## config.mk

```make
export PLATFORM = sky130hd
export DESIGN_NAME = cpu_clk_ctrl
export DESIGN_NICKNAME = d
export VERILOG_FILES = /design/src/rtl/cpu_clk_ctrl.sv
export SDC_FILE = /design/constraint.sdc
export NUM_CORES = 1
export LEC_CHECK = 0
export CAP_MARGIN = 20
export CORE_MARGIN = 2
export CORE_UTILIZATION = 31
export DETAILED_ROUTE_END_ITERATION = 8
export GPL_ROUTABILITY_DRIVEN = 1
export HOLD_SLACK_MARGIN = 0.06
export SYNTH_ARGS = -nofsm -noshare
export SYNTH_HDL_FRONTEND = slang
export SYNTH_SLANG_ARGS = --single-unit
```

## constraint.sdc

```tcl
create_clock -name clk -period 4.9 [get_ports clk]
set_input_delay 1.47 -clock clk [delete_from_list [all_inputs] [get_ports clk]]
set_output_delay 1.47 -clock clk [all_outputs]
set_load 0.005 [all_outputs]
```

## src/rtl/cpu_clk_ctrl.sv

```systemverilog
// cpu_clk_ctrl: CPU clock-enable scheduler (halt / full run / divided run / debounced single-step).
// Optional PC breakpoint is built when CPU_CLK_CTRL_BRK_EN is defined.
module cpu_clk_ctrl #(
  parameter int unsigned DIV_W      = 24,
  parameter int unsigned DEB_CYCLES = 1000000,
  parameter int unsigned PC_W       = 32
) (
  input  logic             clk,
  input  logic             rst_n,
  input  logic [1:0]       mode,
  input  logic [DIV_W-1:0] div_val,
  input  logic             step_btn,
  input  logic [PC_W-1:0]  pc,
  input  logic [PC_W-1:0]  brk_addr,
  input  logic             brk_en,
  input  logic             brk_clr,
  output logic             cpu_ce,
  output logic             halted,
  output logic             brk_hit,
  output logic [31:0]      ce_cnt
);

  localparam int unsigned      DEB_W    = (DEB_CYCLES > 1) ? $clog2(DEB_CYCLES) : 1;
  localparam logic [DEB_W-1:0] DEB_LAST = DEB_W'(DEB_CYCLES - 1);
  localparam logic [DEB_W-1:0] DEB_ONE  = DEB_W'(1);
  localparam logic [DIV_W-1:0] DIV_ONE  = DIV_W'(1);

  localparam logic [1:0] MODE_HALT = 2'b00;
  localparam logic [1:0] MODE_DIV  = 2'b10;
  localparam logic [1:0] MODE_STEP = 2'b11;

  typedef enum logic [1:0] {HALT, RUN, STEP, BRK} state_t;

  state_t           state_q, state_d;
  logic [DIV_W-1:0] div_cnt_q, div_d;
  logic             exempt_q, exempt_d;
  logic             ce_d;
  logic             issue;
  logic             pc_match;
  logic             clr_req;

  logic             step_s1, step_s2, step_deb, step_deb_q;
  logic [DEB_W-1:0] deb_cnt;
  logic             step_rise;

  // Step button: 2-FF synchronizer, then a level that flips only after
  // DEB_CYCLES consecutive disagreeing samples.
  always_ff @(posedge clk or negedge rst_n) begin
    if (!rst_n) begin
      step_s1    <= 1'b0;
      step_s2    <= 1'b0;
      step_deb   <= 1'b0;
      step_deb_q <= 1'b0;
      deb_cnt    <= '0;
    end else begin
      // NOTE: non-blocking assignments so every register samples pre-edge values.
      step_s1    <= step_btn;
      step_s2    <= step_s1;
      step_deb_q <= step_deb;
      if (step_s2 == step_deb) begin
        deb_cnt <= '0;
      end else if (deb_cnt == DEB_LAST) begin
        step_deb <= step_s2;
        deb_cnt  <= '0;
      end else begin
        deb_cnt <= deb_cnt + DEB_ONE;
      end
    end
  end

  assign step_rise = step_deb & ~step_deb_q;

`ifdef CPU_CLK_CTRL_BRK_EN
  assign pc_match = brk_en && (pc == brk_addr);
  assign clr_req  = brk_clr;
  assign brk_hit  = (state_q == BRK);
`else
  logic unused_brk_ports;
  assign unused_brk_ports = ^{pc, brk_addr, brk_en, brk_clr};
  assign pc_match = 1'b0;
  assign clr_req  = 1'b0;
  assign brk_hit  = 1'b0;
`endif

  function automatic state_t mode_target(input logic [1:0] m);
    case (m)
      MODE_HALT: return HALT;
      MODE_STEP: return STEP;
      default:   return RUN;
    endcase
  endfunction

  // cpu_ce is decided against the state being entered, so a mode change
  // yields its first pulse on the same edge that samples it.
  always_comb begin
    // NOTE: every output gets a default first so no latch is inferred.
    state_d  = state_q;
    ce_d     = 1'b0;
    div_d    = '0;
    exempt_d = exempt_q;
    issue    = 1'b0;

    case (state_q)
      BRK: begin
        if (clr_req) begin
          state_d  = mode_target(mode);
          exempt_d = 1'b1;
        end
      end
      default: state_d = mode_target(mode);
    endcase

    if (state_d == RUN) begin
      issue = 1'b1;
      if (mode == MODE_DIV && div_cnt_q < div_val) begin
        issue = 1'b0;
        div_d = div_cnt_q + DIV_ONE;
      end
      if (issue && pc_match && !exempt_d) begin
        state_d = BRK;
      end else begin
        ce_d = issue;
      end
    end else if (state_d == STEP) begin
      ce_d = step_rise;
    end

    if (ce_d) begin
      exempt_d = 1'b0;
    end
  end

  always_ff @(posedge clk or negedge rst_n) begin
    if (!rst_n) begin
      state_q   <= HALT;
      cpu_ce    <= 1'b0;
      div_cnt_q <= '0;
      exempt_q  <= 1'b0;
      ce_cnt    <= '0;
    end else begin
      state_q   <= state_d;
      cpu_ce    <= ce_d;
      div_cnt_q <= div_d;
      exempt_q  <= exempt_d;
      if (ce_d) begin
        ce_cnt <= ce_cnt + 32'd1;
      end
    end
  end

  assign halted = (state_q != RUN) && !cpu_ce;

endmodule

```

==> flow_summary.yaml, run 1 <==
run_status:
  status: "finished, final reports clean"
timing:
  clock_skew_ps: 9.51
  slew_headroom: 0.405
  tightestPinTransition_ps: 891
  period_minus_slack_ps: 4240
  setup_viol: 0
  fmax_mhz: 236
  finalHoldViolCount: 0
  rsz0062_at_grt: "false"
  period_share: 0.866
  slew_violations: 0
  fin_tns_setup_ps: 0
final_layout:
  fin_nets: 643
  final_area_um2: 5610
  postLayoutCoreUtil: 0.401
  drive_above_1_share: 0.0629
  antenna_cells: 0
  syn_to_final_growth_pct: 25.7
synthesis:
  synth_edf_count: 0
  async_reset_ff_frac: 1.00
  synth_common_cells: "83 x dfrtp_1, 61 x nor2_1, 37 x xor2_1"
  synth_top_area_cell: "dfrtp_1"
  synth_top_family_by_area: "simple AND/OR/NAND/NOR gates"
  synth_area_um2: 4460
  yosysMostFrequentCell: "dfrtp_1"
  synth_fa_ha_area_frac: 0.0785
  ys_seq_elements: 83
  syn_avg_cell_area_um2: 9.87
  synth_cell_types: 44
  synth_ff_type: "dfrtp_1"
  synth_xor_area_frac: 0.135
  syn_inst: 452
  synth_nets: 575
  synth-compound-area-share: 0.0513
  synth_warnings: 0
  ys_seq_area_frac: 0.466
  muxShareOfSynthArea: 0.00505
  synth_top_area_share: 0.466
  synthSimpleGateAreaFrac: 0.224
  yosys-top-cells-area: "dfrtp_1 47%, ha_1 7.9%, xor2_1 7.3%"
routing:
  drt_first_pass_iters: 5
  routed_via_density: 4.74
  wl_per_cell_um: 13.1
  drt-initial-drc-count: 234
  drc: 0
  postRouteAntennaNets: 0
  vias: 3340
  drt_wl_total_um: 9240
setup_path:
  max_stage_delay_ps: 600
  critPathKind: "in -> reg"
  crit_family: "simple AND/OR/NAND/NOR gates"
  worst_path_max_delay_cell: "or4_4"
  critPathMaxFanout: 13
  end_kind: "flop"
  worstPathArrival_ps: 4450
  worstPathRequired_ps: 5110
  path_cells: "clkdlybuf4s50_1 > inv_1 > ha_1 > nand4_1 > or4_4 > a2111oi_4 > a31oi_2 > o2bb2ai_2 > buf_4 > nand4_1 > xnor2_1"
  crit_buf_inv: 3
  crit_path_start_kind: "primary input"
  crit_top_cell: "nand4_1"
power_and_ir_drop:
  irDropWorstVdd_mv: 0.153
  p_per_area_nw_per_um2: 263
  p_leak_nw: 2.47
floorplan:
  num_rows: 43
  die_w_um: 124
  die-area_um2: 15400
  die_y_um: 124
  pin_count: 130
  coreArea_um2: 14000
  initial_core_util: 0.319
global_routing:
  grt_pass1_vias: 3281
  grt_use_total: 0.127
  grt_max_degree: 84
  grt_pass1_wl_um: 15600
  antenna_found_initial: 0
  overflow: 0
clock_tree:
  clock_latency_ps: 330
  cts_hold_buf: 0
  clk_pin_slew_ps: 60
  ctsResizeCount: 0
  cts.sinks: 83
  cts_inserted_buffers: 9
  cts_setup_buffers: 0
  h-tree-depth: 3
  clockBufferDepth: 2
  clockRootBuffer: "clkbuf_16"
  cts_tree: "built"
place:
  gp_congestion: 0.828
  io_buffers: 62
  dp_hpwl_um: 6650
  placed_area_um2: 5280
min_path:
  hp-class: "reg -> reg"
run:
  max-cap-violations: 0
==> layer usage <==
| metal | share of wire | GRT usage |
|---|---|---|
| met3 | 0.036 | 0.0288 |
| met4 | 0.013 | 0.0386 |
| met5 | 0 | 0 |
| met1 | 0.47 | 0.170 |
| met2 | 0.48 | 0.207 |
==> kinds of logic (layout without fill, tap and decap cells) <==
kind of cell / Yosys count / in the layout
compound gates: 31 / 31
simple gates: 195 / 195
mux: 2 / 2
fa+ha+maj: 28 / 28
xor+xnor: 69 / 69
flops: 83 / 83
other cells: 1 / 1
buf+inv: 43 / 116
==> where the power goes <==
group	internal, mW	switching (mW)	leakage [nW]	total, mW
combinational	0.0484	0.0413	1.20	0.0897
clock	0.410	0.267	0.142	0.678
sequential	0.696	0.0139	1.13	0.710
==> registers in the layout (all words and copies together) (netlist names) <==
signal / flops
ce_cnt: 32
div_cnt_q: 24
deb_cnt: 20
state_q: 2
cpu_ce: 1
step_deb: 1
step_deb_q: 1
step_s1: 1
step_s2: 1
==> cell type report <==
cell class | instances | area, um^2
clock buffer | 11 | 243
clock inverter | 5 | 62.6
fill | 1334 | 8380
inverter | 35 | 131
multi-input combinational | 326 | 2210
sequential | 83 | 2080
tap | 180 | 225
timing repair buffer | 65 | 661
==> cells in the final DEF (no fill, tap or decap), types with 2 or more instances in the layout <==
cell	synthesis	layout
dfrtp_1	83	83
nor2_1	61	61
clkdlybuf4s50_1	0	61
xor2_1	37	37
nand2_1	36	36
inv_1	35	35
xnor2_1	32	32
ha_1	28	28
nand3_1	26	26
nand4_1	20	20
and3_1	15	15
a21oi_1	13	13
clkbuf_16	0	9
o21ai_0	6	6
nor3_1	5	5
nand2b_1	5	5
and4_1	4	4
and2_1	4	4
nor3_2	3	3
or3_1	3	3
buf_4	2	3
nand4b_1	2	2
mux2_2	2	2
nor3b_2	2	2
o211ai_1	2	2
nor4_1	2	2
clkinv_4	0	2
clkinvlp_4	0	2
==> through the flow <==
step / setup WS [ps] / hold slack [ps] / std cells / power, mW
3_5_place_dp: 286 / 338 / 688 / 0.811
5_1_grt: 426 / 354 / 705 / 1.54
4_1_cts: 616 / 351 / 704 / 1.50
3_3_place_gp: 313 / 335 / 688 / 0.809
2_1_floorplan: 1140 / 331 / 452 / 0.749
6_report: 656 / 349 / 705 / 1.48
==> final timing paths <==
check / slack (ps) / endpoint / start / cells after the start
setup / recovery: 660 / ce_cnt[7] / div_val[23] / 11
max in group asynchronous: 3310 / ce_cnt[2] / rst_n / 2
setup reg to reg: 1890 / ce_cnt[7] / div_cnt_q[21] / 9
hold / removal: 350 / step_s2 / step_s1 / 0
min in group asynchronous: 980 / ce_cnt[12] / rst_n / 1
hold reg to reg: 350 / step_s2 / step_s1 / 0
Power figures use the tool's default switching activity.
==> inputs of run 2 (changes only) <==
Settings changed: ABC_AREA set to 1.
==> flow_summary.yaml, run 2 <==
floorplan:
  coreArea_um2: 16600
  initial_core_util: 0.317
  pin_count: 130
  die_w_um: 135
  die-area_um2: 18100
  num_rows: 47
  die_y_um: 135
power_and_ir_drop:
  p_leak_nw: 2.95
  p_per_area_nw_per_um2: 219
  irDropWorstVdd_mv: 0.163
setup_path:
  startpoint: "div_val[23]"
  worst_path_max_delay_cell: "clkdlybuf4s50_1"
  max_stage_delay_ps: 490
  critPathKind: "in -> reg"
  worstPathRequired_ps: 5130
  end_kind: "flop"
  crit-reg2reg-launch: "div_cnt_q[19]"
  worstPathArrival_ps: 3840
  crit_top_cell: "nand2_1"
  path_cells: "clkdlybuf4s50_1 > inv_1 > ha_1 > nand2_1 > nor2_2 > nand2_1 > nor2_1 > nand2_1 > nand2_1 > nor2_2 > nand2_4 > nand2_4 > nand2_4 > nand2_1 > nand2_1"
  critPathMaxFanout: 33
  crit_path_start_kind: "primary input"
clock_tree:
  cts_inserted_buffers: 9
  cts.sinks: 83
  ctsResizeCount: 0
  clockRootBuffer: "clkbuf_16"
  clk_pin_slew_ps: 70
  clockBufferDepth: 2
  cts_hold_buf: 0
  cts_setup_buffers: 0
  cts_tree: "built"
  clock_latency_ps: 340
  h-tree-depth: 3
timing:
  finalHoldViolCount: 0
  fin_tns_setup_ps: 0
  rsz0062_at_grt: "false"
  setup_viol: 0
  tightestPinTransition_ps: 731
  slew_headroom: 0.513
  fmax_mhz: 277
  slew_violations: 0
  clock_skew_ps: 11.8
  period_minus_slack_ps: 3610
  period_share: 0.737
routing:
  dr_wl_met2_um: 5600
  drc: 0
  wl_met3_um: 561
  vias: 4567
  postRouteAntennaNets: 0
  drt-initial-drc-count: 258
  drt_wl_total_um: 12200
  met1_length_um: 5890
  wl_per_cell_um: 12.3
  top_layer_used: "met4"
  routed_via_density: 4.60
  drt_first_pass_iters: 7
global_routing:
  overflow: 0
  grt_pass1_vias: 4285
  grt_pass1_wl_um: 20600
  grt_max_degree: 58
  grt_use_total: 0.140
  antenna_found_initial: 0
synthesis:
  synth_ff_type: "dfrtp_1"
  ys_seq_area_frac: 0.393
  synth_area_um2: 5280
  syn_inst: 705
  synth-compound-area-share: 0.0282
  synth_top_area_cell: "dfrtp_1"
  synth_cell_types: 35
  yosys-top-cells-area: "dfrtp_1 39%, nand2_1 14%, nor2_1 6.8%"
  synth_common_cells: "190 x nand2_1, 96 x nor2_1, 83 x dfrtp_1"
  synth_warnings: 0
  synth_xor_area_frac: 0.0863
  synth_top_area_share: 0.393
  synth_fa_ha_area_frac: 0.0664
  synth_edf_count: 0
  syn_avg_cell_area_um2: 7.49
  synth_nets: 828
  yosysMostFrequentCell: "nand2_1"
  synth_top_family_by_area: "simple AND/OR/NAND/NOR gates"
  muxShareOfSynthArea: 0.00213
  synthSimpleGateAreaFrac: 0.350
  async_reset_ff_frac: 1.00
  ys_seq_elements: 83
final_layout:
  ff_latch_area_um2: 2080
  multi_input_area_um2: 2820
  largest_register_ffs: 32
  final_area_um2: 6390
  postLayoutCoreUtil: 0.384
  regMostFlops: "ce_cnt"
  largest_registers: "ce_cnt x32, div_cnt_q x24, deb_cnt x20"
  antenna_cells: 0
  layout_commonest_cell: "nand2_1"
  final.fill_count: 1714
  fin_nets: 891
  final_cell_mix: "190 x nand2_1, 96 x nor2_1, 83 x dfrtp_1, 80 x inv_1, 61 x clkdlybuf4s50_1"
  drive_above_1_share: 0.0556
  syn_to_final_growth_pct: 21.0
run:
  max-cap-violations: 0
place:
  io_buffers: 62
  placed_area_um2: 6110
  dp_hpwl_um: 9040
  gp_congestion: 0.889
run_status:
  status: "finished, final reports clean"
min_path:
  hp-class: "reg -> reg"
  hp-start: "step_s1"
-- run 2: changes by cell type after synthesis, moves of 14 or more --
cell / delta
and3_1: -14
inv_1: +45
nand2_1: +154
nand3_1: +32
nor2_1: +35
nor3_1: +18
-- run 2: logic make-up after synthesis --
family	count (synthesis)
XOR/XNOR	52
AO/OA/AOI/OAI	28
adder cells (fa/ha/maj)	28
flip-flops	83
other	1
AND/OR/NAND/NOR	418
buffers and inverters	94
multiplexers	1
-- run 2: final cells by class --
class | count | share of cell area
clock inverter | 7 | 0.00823
timing repair buffer | 64 | 0.0991
clock buffer | 9 | 0.0353
multi-input combinational | 528 | 0.441
inverter | 82 | 0.0482
tap | 220 | 0.0431
sequential | 83 | 0.325
-- run 2: through the flow --
step	hold slack, ps	cells	worst slack, ps	total power [mW]
after global routing	366	993	1000	1.46
after CTS	354	993	1260	1.42
after global placement	335	977	901	0.770
after detailed placement	339	977	903	0.771
after floorplan	331	705	2050	0.727
final	352	993	1290	1.40
-- run 2: final timing paths --
kind                                 to  slack (ps)  cells after the start
max in group asynchronous  div_cnt_q[0]        2860                      2
min in group asynchronous    ce_cnt[17]        1190                      1
hold / removal                  step_s2         350                      0
setup / recovery             ce_cnt[23]        1290                     15
hold reg to reg                 step_s2         350                      0
setup reg to reg             ce_cnt[23]        2510                     11
-- run 2: per-layer routing --
| metal | global-route usage | up-vias |
|---|---|---|
| li1 | - | 2373 |
| met1 | 0.193 | 2086 |
| met2 | 0.224 | 96 |
| met3 | 0.0255 | 12 |
| met4 | 0.0450 | 0 |
| met5 | 0 | - |
-- run 2: worst max-delay path: cells and delay by family --
kind,cells,cell delay [ps]
buf+inv,2,540
simple gates,12,1520
fa+ha+maj,1,300
-- run 2: where the power goes --
part	switching [mW]	internal, mW	total [mW]
combinational	0.0354	0.0303	0.0658
sequential	0.00204	0.688	0.690
clock	0.296	0.346	0.642
total	0.333	1.06	1.40
